$ cat src/rtl/vjtag_reg_bank.sv
// Virtual-JTAG register bank: IR decode, addressed DR shift engine, shadow/readback registers.
// Latency: tdo valid one tck after capture; shadow/addr/err and wr_stb_o update on the udr edge.
// Backpressure: none, the TAP paces every step and fabric reads are sampled only at capture.
module vjtag_reg_bank #(
    parameter int                 IR_W    = 3,
    parameter int                 DATA_W  = 32,
    parameter int                 REG_CNT = 8,
    parameter int                 ADDR_W  = $clog2(REG_CNT),
    parameter logic [REG_CNT-1:0] RO_MASK = '0
) (
    input  logic                        tck,
    input  logic                        rst_n,
    input  logic                        tdi,
    input  logic [IR_W-1:0]             ir_in,
    input  logic                        virtual_state_cdr,
    input  logic                        virtual_state_sdr,
    input  logic                        virtual_state_e1dr,
    input  logic                        virtual_state_pdr,
    input  logic                        virtual_state_e2dr,
    input  logic                        virtual_state_udr,
    input  logic                        virtual_state_cir,
    input  logic                        virtual_state_uir,
    output logic                        tdo,
    output logic [IR_W-1:0]             ir_out,
    output logic [REG_CNT*DATA_W-1:0]   wr_data_o,
    output logic [REG_CNT-1:0]          wr_stb_o,
    input  logic [REG_CNT*DATA_W-1:0]   rd_data_i
);

    localparam logic [2:0] OP_ADDR      = 3'd1;
    localparam logic [2:0] OP_WRITE     = 3'd2;
    localparam logic [2:0] OP_READ      = 3'd3;
    localparam logic [2:0] OP_WRITE_INC = 3'd4;
    localparam logic [2:0] OP_READ_INC  = 3'd5;
    localparam logic [2:0] OP_STATUS    = 3'd6;

    logic [2:0]        op;
    logic [DATA_W-1:0] sr;
    logic              byp;
    logic [ADDR_W-1:0] addr;
    logic [ADDR_W-1:0] addr_inc;
    logic              err;
    logic [DATA_W-1:0] shadow [REG_CNT];
    logic [ADDR_W:0]   addr_shift;
    logic              is_bypass;

    // Pause states hold everything, so their qualifiers are deliberately unused.
    logic unused_ok;
    assign unused_ok = ^{virtual_state_e1dr, virtual_state_pdr, virtual_state_e2dr,
                         virtual_state_uir, ir_in};

    assign op         = ir_in[2:0];
    assign is_bypass  = (op == 3'd0) || (op == 3'd7);
    assign tdo        = is_bypass ? byp : sr[0];
    assign addr_shift = {tdi, sr[ADDR_W-1:0]};
    assign addr_inc   = (addr == ADDR_W'(REG_CNT - 1)) ? '0 : addr + 1'b1;

    for (genvar k = 0; k < REG_CNT; k++) begin : g_wr_data
        assign wr_data_o[k*DATA_W +: DATA_W] = shadow[k];
    end

    always_ff @(posedge tck or negedge rst_n) begin
        if (!rst_n) begin
            sr       <= '0;
            byp      <= 1'b0;
            addr     <= '0;
            err      <= 1'b0;
            ir_out   <= '0;
            wr_stb_o <= '0;
            for (int k = 0; k < REG_CNT; k++) begin
                shadow[k] <= '0;
            end
        end else begin
            wr_stb_o <= '0;
            if (virtual_state_cdr) begin
                case (op)
                    OP_ADDR:                 sr <= DATA_W'(addr);
                    OP_WRITE, OP_WRITE_INC:  sr <= shadow[addr];
                    OP_READ, OP_READ_INC:    sr <= rd_data_i[int'(addr)*DATA_W +: DATA_W];
                    OP_STATUS:               sr <= DATA_W'({addr, err});
                    default:                 byp <= 1'b0;
                endcase
            end else if (virtual_state_sdr) begin
                case (op)
                    OP_ADDR:   sr[ADDR_W-1:0] <= addr_shift[ADDR_W:1];
                    OP_WRITE, OP_READ, OP_WRITE_INC, OP_READ_INC, OP_STATUS:
                               sr <= {tdi, sr[DATA_W-1:1]};
                    default:   byp <= tdi;
                endcase
            end else if (virtual_state_udr) begin
                case (op)
                    OP_ADDR: begin
                        if (32'(sr[ADDR_W-1:0]) < REG_CNT) begin
                            addr <= sr[ADDR_W-1:0];
                        end else begin
                            err <= 1'b1;
                        end
                    end
                    OP_WRITE, OP_WRITE_INC: begin
                        if (!RO_MASK[addr]) begin
                            shadow[addr]   <= sr;
                            wr_stb_o[addr] <= 1'b1;
                        end else begin
                            err <= 1'b1;
                        end
                        // Burst pointer advances even when the write was rejected.
                        if (op == OP_WRITE_INC) begin
                            addr <= addr_inc;
                        end
                    end
                    OP_READ_INC: addr <= addr_inc;
                    OP_STATUS:   err  <= 1'b0;
                    default: ;
                endcase
            end
            if (virtual_state_cir) begin
                ir_out <= IR_W'(err);
            end
        end
    end

endmodule

$ cat config.mk
export PLATFORM = sky130hd
export DESIGN_NAME = vjtag_reg_bank
export DESIGN_NICKNAME = d
export VERILOG_FILES = /design/src/rtl/vjtag_reg_bank.sv
export SDC_FILE = /design/constraint.sdc
export NUM_CORES = 1
export LEC_CHECK = 0
export ABC_AREA = 0
export BUFFER_PORTS_ARGS = -buffer_cell sky130_fd_sc_hd__buf_4
export CORE_AREA = 2 2 206 208
export DETAILED_ROUTE_END_ITERATION = 12
export DIE_AREA = 0 0 208 210
export GPL_TIMING_DRIVEN = 0
export PLACE_DENSITY = 0.77
export SYNTH_ARGS = -nofsm -noshare
export SYNTH_HDL_FRONTEND = slang
export SYNTH_SLANG_ARGS = --single-unit
$ cat constraint.sdc
create_clock -name tck -period 2.2 [get_ports tck]
set_input_delay 0.33 -clock tck [delete_from_list [all_inputs] [get_ports tck]]
set_output_delay 0.33 -clock tck [all_outputs]
set_load 0.05 [all_outputs]
# Word level (Yosys, flattened, before mapping)
# Memory sizes are Yosys's and may differ from the RTL's.
# Index checks and enable logic that the tools add are counted.
# Widths: inputs -> output; s select.
[classes] addsub=1 n_lt_le_gt_ge=4 n_eq_ne=13 shifts=1 muxes=29 bitwise=4 n_reduce_logical=19
[op_table] op="$bwmux 256" count=1
[op_table] op="$shiftx 256x9->32" count=1
[op_table] op="$mux 32" count=5
[op_table] op="$pmux 32 s4" count=1
[op_table] op="$bmux 32 s3" count=1
[op_table] op="$demux 32 s3" count=1
[op_table] op="$mux 8" count=5
[op_table] op="$mux 29" count=1
[op_table] op="$eq 3x3->1 const B" count=5
[op_table] op="$reduce_and 5->1" count=3
[op_table] op="$pmux 3 s3" count=1
[op_table] op="$reduce_and 3->1" count=3
[op_table] op="$mux 1" count=8
[op_table] op="$ne 2x2->1 const B" count=4
[op_table] op="$eq 3x2->1 const B" count=2
[op_table] op="$mux 3" count=2
[op_table] op="$pmux 3 s2" count=1
[op_table] op="$reduce_bool 2->1" count=3
[op_table] op="$reduce_bool 3->1" count=2
[op_table] op="$reduce_or 6->1" count=1
[op_table] op="$ne 5x1->1 const B" count=1
[op_table] op="$reduce_or 5->1" count=1
[op_table] op="$ge 4x4->1 const B" count=1
[op_table] op="$lt 3x4->1 const B" count=1
[op_table] op="12 further kinds" count=16
[word_totals] register_bits=302 rom_bits=8 out_inout_bits=268 elab_cells=87 mem_count=1
[memory_table] name="(name not given)" depth=8 width=1 read_ports=1 rd_clocked_by_memory_dff=0 wr=0 line_no="100" rtl="if (!RO_MASK[addr]) begin"

# Logic depth before layout (Yosys ltp)
[logic_depth] word_depth=9 depth_mapped=10 ltp_nobuf=5

# Worst setup path after synthesis
# Ideal clock, no wire load.
[synth_timing] path_type="in2reg" from="in ir_in[2]" to="reg shadow, in the netlist wr_data_o[130]" setup_time_ns=0.125 arrival_ns=2.237 required_time_ns=2.075 setup_slack_ns=-0.161 path_stages=9 path_buffers=4 cell_sequence="buf_4 > xor2_1 > nor2b_1 > buf_2 > or3b_1 > buf_2 > nor3b_4 > buf_6 > mux2_2"
[synth_via] elab_chain_cells=3 elab_cells_between_ends=4 classes_between="eq/ne: 2; reduce/logical: 2"
[synth_lines] item="from (decl)" line_no="14" rtl="input logic [IR_W-1:0] ir_in,"
[synth_lines] item="$eq 3x3->1 / $eq 3x2->1 (equally long branches)" line_no="91" rtl="case (op)"
[synth_lines] item="$reduce_or 2->1 *"
[synth_lines] item="$reduce_and 5->1 (no source line) *"
[synth_lines] item="to (signal, indexed assignment)" line_no="101" rtl="shadow[addr] <= sr;"
[synth_lines] item="to (decl)" line_no="43" rtl="logic [DATA_W-1:0] shadow [REG_CNT];"
# Every way passes the cells marked *; elsewhere a longest branch is shown, timed or not.
# A chain may end at the register's enable or synchronous reset.

# Worst setup path after layout
[layout_timing] from="reg addr[0]" to="reg shadow, in the netlist wr_data_o[236]"
[layout_via] elab_chain_cells=6 elab_cells_between_ends=11 classes_between="order compare: 2; mux: 4; bitwise: 2; reduce/logical: 2; memory: 1"
[layout_lines] item="from (decl)" line_no="40" rtl="logic [ADDR_W-1:0] addr;"
[layout_lines] item="from (signal assigned)" line_no="94" rtl="addr <= sr[ADDR_W-1:0];"
[layout_lines] item="from (signal assigned)" line_no="108" rtl="addr <= addr_inc;"
[layout_lines] item="from (signal assigned)" line_no="111" rtl="OP_READ_INC: addr <= addr_inc;"
[layout_lines] item="$not 3->4 (not written as such)" line_no="101"
[layout_lines] item="$ge 4x4->1 (not written as such) / $lt 4x1->1 (equally long branches)" line_no="101"
[layout_lines] item="$logic_and 1x1->1 (not written as such)" line_no="101"
[layout_lines] item="$mux 32 (not written as such)" line_no="101"
[layout_lines] item="$demux 32 s3" line_no="101"
[layout_lines] item="$bwmux 256" line_no="101"
# Several ways; a longest one is shown, not always the timed one. The select of a mux whose other input is x is not followed.

==> metrics.yaml <==
route:
  first_pass_iters: 5
  routed_via_density: 5.68
  drc: 0
  ant_nets: 0
  routed_wl_um: 64000
  wire_per_inst_um: 28.7
  drt_iter0_markers: 736
  vias: 12700
job:
  cap_violations: 0
sta:
  worst_pin_slew_ns: 0.816
  rsz0062_at_grt: "yes"
  setup_ws_ns: 0.0466
  fin_tns_setup_ns: 0
  setup_viol: 0
  final-hold-violation-count: 0
  hold_slack_ns: 0.0319
  maxSlewViolCount: 0
  skew_ns: 0.0138
  min_period_ns: 2.15
  max_slew_margin_pct: 45.6
  finalCritPeriodShare_pct: 97.9
  fmax_mhz: 464
worst_hold_path:
  min_from: "virtual_state_cir"
  hold_depth: 2
  hold_path.class: "input port to register"
  worst_hold_path.endpoint: "ir_out[0]$_DFFE_PN0P_"
synth:
  avgSynthCellArea_um2: 14.6
  synth_most_common_cell: "dfrtp_1"
  synthTopCellsByArea: "dfrtp_1, mux2_2, mux4_2"
  synth_common_cells: "dfrtp_1, mux2_2, mux4_2"
  synth_top_area_share_pct: 47.6
  synth_cells: 1084
  ys_types: 42
  synth_largest_area_cell: "dfrtp_1"
  async_reset_ff_share_pct: 100
  mappedNetlistArea_mm2: 0.0159
  yosys_most_used_dff: "dfrtp_1"
  ys_ff_latch: 302
  ys_warn_count: 0
  seq_area_frac_synth_pct: 47.6
  synth_enable_flop_cells: 0
grt:
  grt_max_degree: 96
  grt_usage_pct: 28.8
  grt_pass1_wl_um: 91600
  overflow: 0
  antenna_found_initial: 1
  grt_pass1_vias: 13500
final_layout:
  nFillCells: 3449
  syn_to_final_growth_pct: 42.3
  finalNetCount: 1942
  design_area_mm2: 0.0226
  multiInputGateArea_mm2: 0.00804
  drive_gt1_share_pct: 65.8
  ff_latch_area_mm2: 0.00756
  fin_util_pct: 54.4
  fin_cells: 2228
power_and_ir_drop:
  power_leakage_nw: 11.1
  powerDensity_mw_per_mm2: 1100
  ir_worst_vdd_mv: 0.729
  finalPower_mw: 24.8
setup_path:
  cp_num_buf_inv: 5
  slowest_delay_ns: 0.45
  crit_chain: "buf_12 -> buf_12 -> buf_12 -> buf_6 -> nand3_4 -> buf_2 -> mux2_2"
  reg2reg_depth: 7
  arrival_ns: 2.58
  r2r-start: "addr[0]$_DFFE_PN0P_"
  startpoint_type: "register"
  end_kind: "register"
  r2r_slack_ns: 0.05
  cp_top_family: "buffers and inverters"
  worst_r2r_endpoint: "wr_data_o[236]$_DFFE_PN0P_"
  cp_data_required_time_ns: 2.62
  worst_path_max_delay_cell: "dfrtp_2"
  worst-path-max-fanout: 10
  crit_top_cell: "buf_12"
  critPathKind: "register to register"
placed_design:
  dpl-instance-area_mm2: 0.0209
  port_buffers: 529
  dp_hpwl_um: 47300
  dp_cells: 2156
  pre_cts_ws_ns: -1.23
  gp_congestion: 0.937
die:
  rows: 75
  die_h_um: 210
  ioPinCount: 538
  die-width_um: 208
  start_util_pct: 38.3
  core_mm2: 0.0415
  dieArea_mm2: 0.0437
clock_network:
  clock_sinks: 302
  clock_path_buffers: 3
  cts_buffers: 36
  cts_root_buf: "clkbuf_16"
  htree_num_levels: 2
  clkTransAtPathRegs_ns: 0.06
  cts_tree: "built"
  clk_latency_ns: 0.54
outcome:
  outcome: "complete, no violations"
## cells in the final DEF, fill, tap and decap left out, types with 2 or more instances in the layout
cell type / n
o2bb2ai_1: 2
nor2b_1: 29
clkbuf_1: 20
buf_6: 15
clkbuf_16: 38
o21ai_0: 7
buf_2: 6
and3_1: 2
nor2_1: 16
mux2i_1: 36
mux2_1: 12
nor3_1: 3
or2_2: 2
buf_4: 563
ha_1: 2
buf_12: 4
nand2_2: 3
buf_8: 9
clkbuf_2: 23
nand3_1: 30
buf_1: 12
nand2_1: 10
clkbuf_8: 10
a21oi_1: 13
mux2_4: 75
buf_16: 4
dfrtp_1: 301
o211ai_1: 29
clkinv_2: 7
clkbuf_4: 8
a221oi_2: 3
conb_1: 2
mux2_2: 204
inv_1: 9
bufinv_16: 3
mux4_2: 126
o2111ai_1: 2
a2bb2oi_1: 2
a31oi_1: 27
## power breakdown
group          internal [mW]  leakage, nW  switching, mW  total [mW]
registers               6.55         4.12          0.808        7.36
logic                   4.62         6.46           6.87        11.5
clock network           3.56        0.566           2.38        5.94
## per-layer routing
layer | vias up | track usage (%) | wire length [µm]
li1 | 5312 | - | -
met1 | 6664 | 35.4 | 25100
met5 | - | 0 | 0
met4 | 0 | 8.83 | 1870
met3 | 103 | 8.12 | 4940
met2 | 579 | 49.4 | 32100
## worst max path at each step
stage / slack [ns] / startpoint / cells after the start / to
finish: 0.05 / addr[0]$_DFFE_PN0P_ / 7 / wr_data_o[236]$_DFFE_PN0P_
floorplan: -0.15 / ir_in[1] / 9 / wr_data_o[130]$_DFFE_PN0P_
CTS: -0.004 / addr[0]$_DFFE_PN0P_ / 6 / sr[9]$_DFFE_PN0P_
global placement: -1.88 / rst_n / 1 / wr_stb_o[3]$_DFF_PN0_
detailed placement: -1.23 / virtual_state_cdr / 8 / sr[26]$_DFFE_PN0P_
global route: -0.03 / addr[0]$_DFFE_PN0P_ / 7 / sr[25]$_DFFE_PN0P_
## state kept, by name, summed over array words and instances, names as in the netlist
name / flops
ir_out: 1
byp: 1
err: 1
wr_stb_o: 8
sr: 32
wr_data_o: 256
addr: 3
## layout make-up
cell class | count | area share, %
Multi-Input combinational cell | 654 | 35.6
Sequential cell | 302 | 33.5
Timing Repair Buffer | 549 | 18.7
Clock buffer | 46 | 4.47
Buffer | 118 | 3.99
Tap cell | 539 | 2.99
Clock inverter | 10 | 0.554
Inverter | 9 | 0.150
Antenna cell | 1 | 0.0111
## cell families after synthesis
logic type / Yosys count / share of synthesized area [%]
flops: 302 / 47.6
compound gates: 91 / 3.89
simple gates: 104 / 3.54
fa+ha+maj: 2 / 0.158
buf+inv: 129 / 3.86
other cells: 1 / 0.0236
xor+xnor: 1 / 0.0552
mux: 454 / 40.9
## repair_timing
action | 4_1_cts | 5_1_grt
hold buffers | 1 | 0
pin swaps | 3 | 3
gates resized for setup | 108 | 27
hold endpoints to repair | 61 | 0
setup endpoints to repair | 233 | 105
gates cloned | 0 | 1
buffers inserted | 13 | 2
No activity file was read; power rests on OpenSTA's default activity.
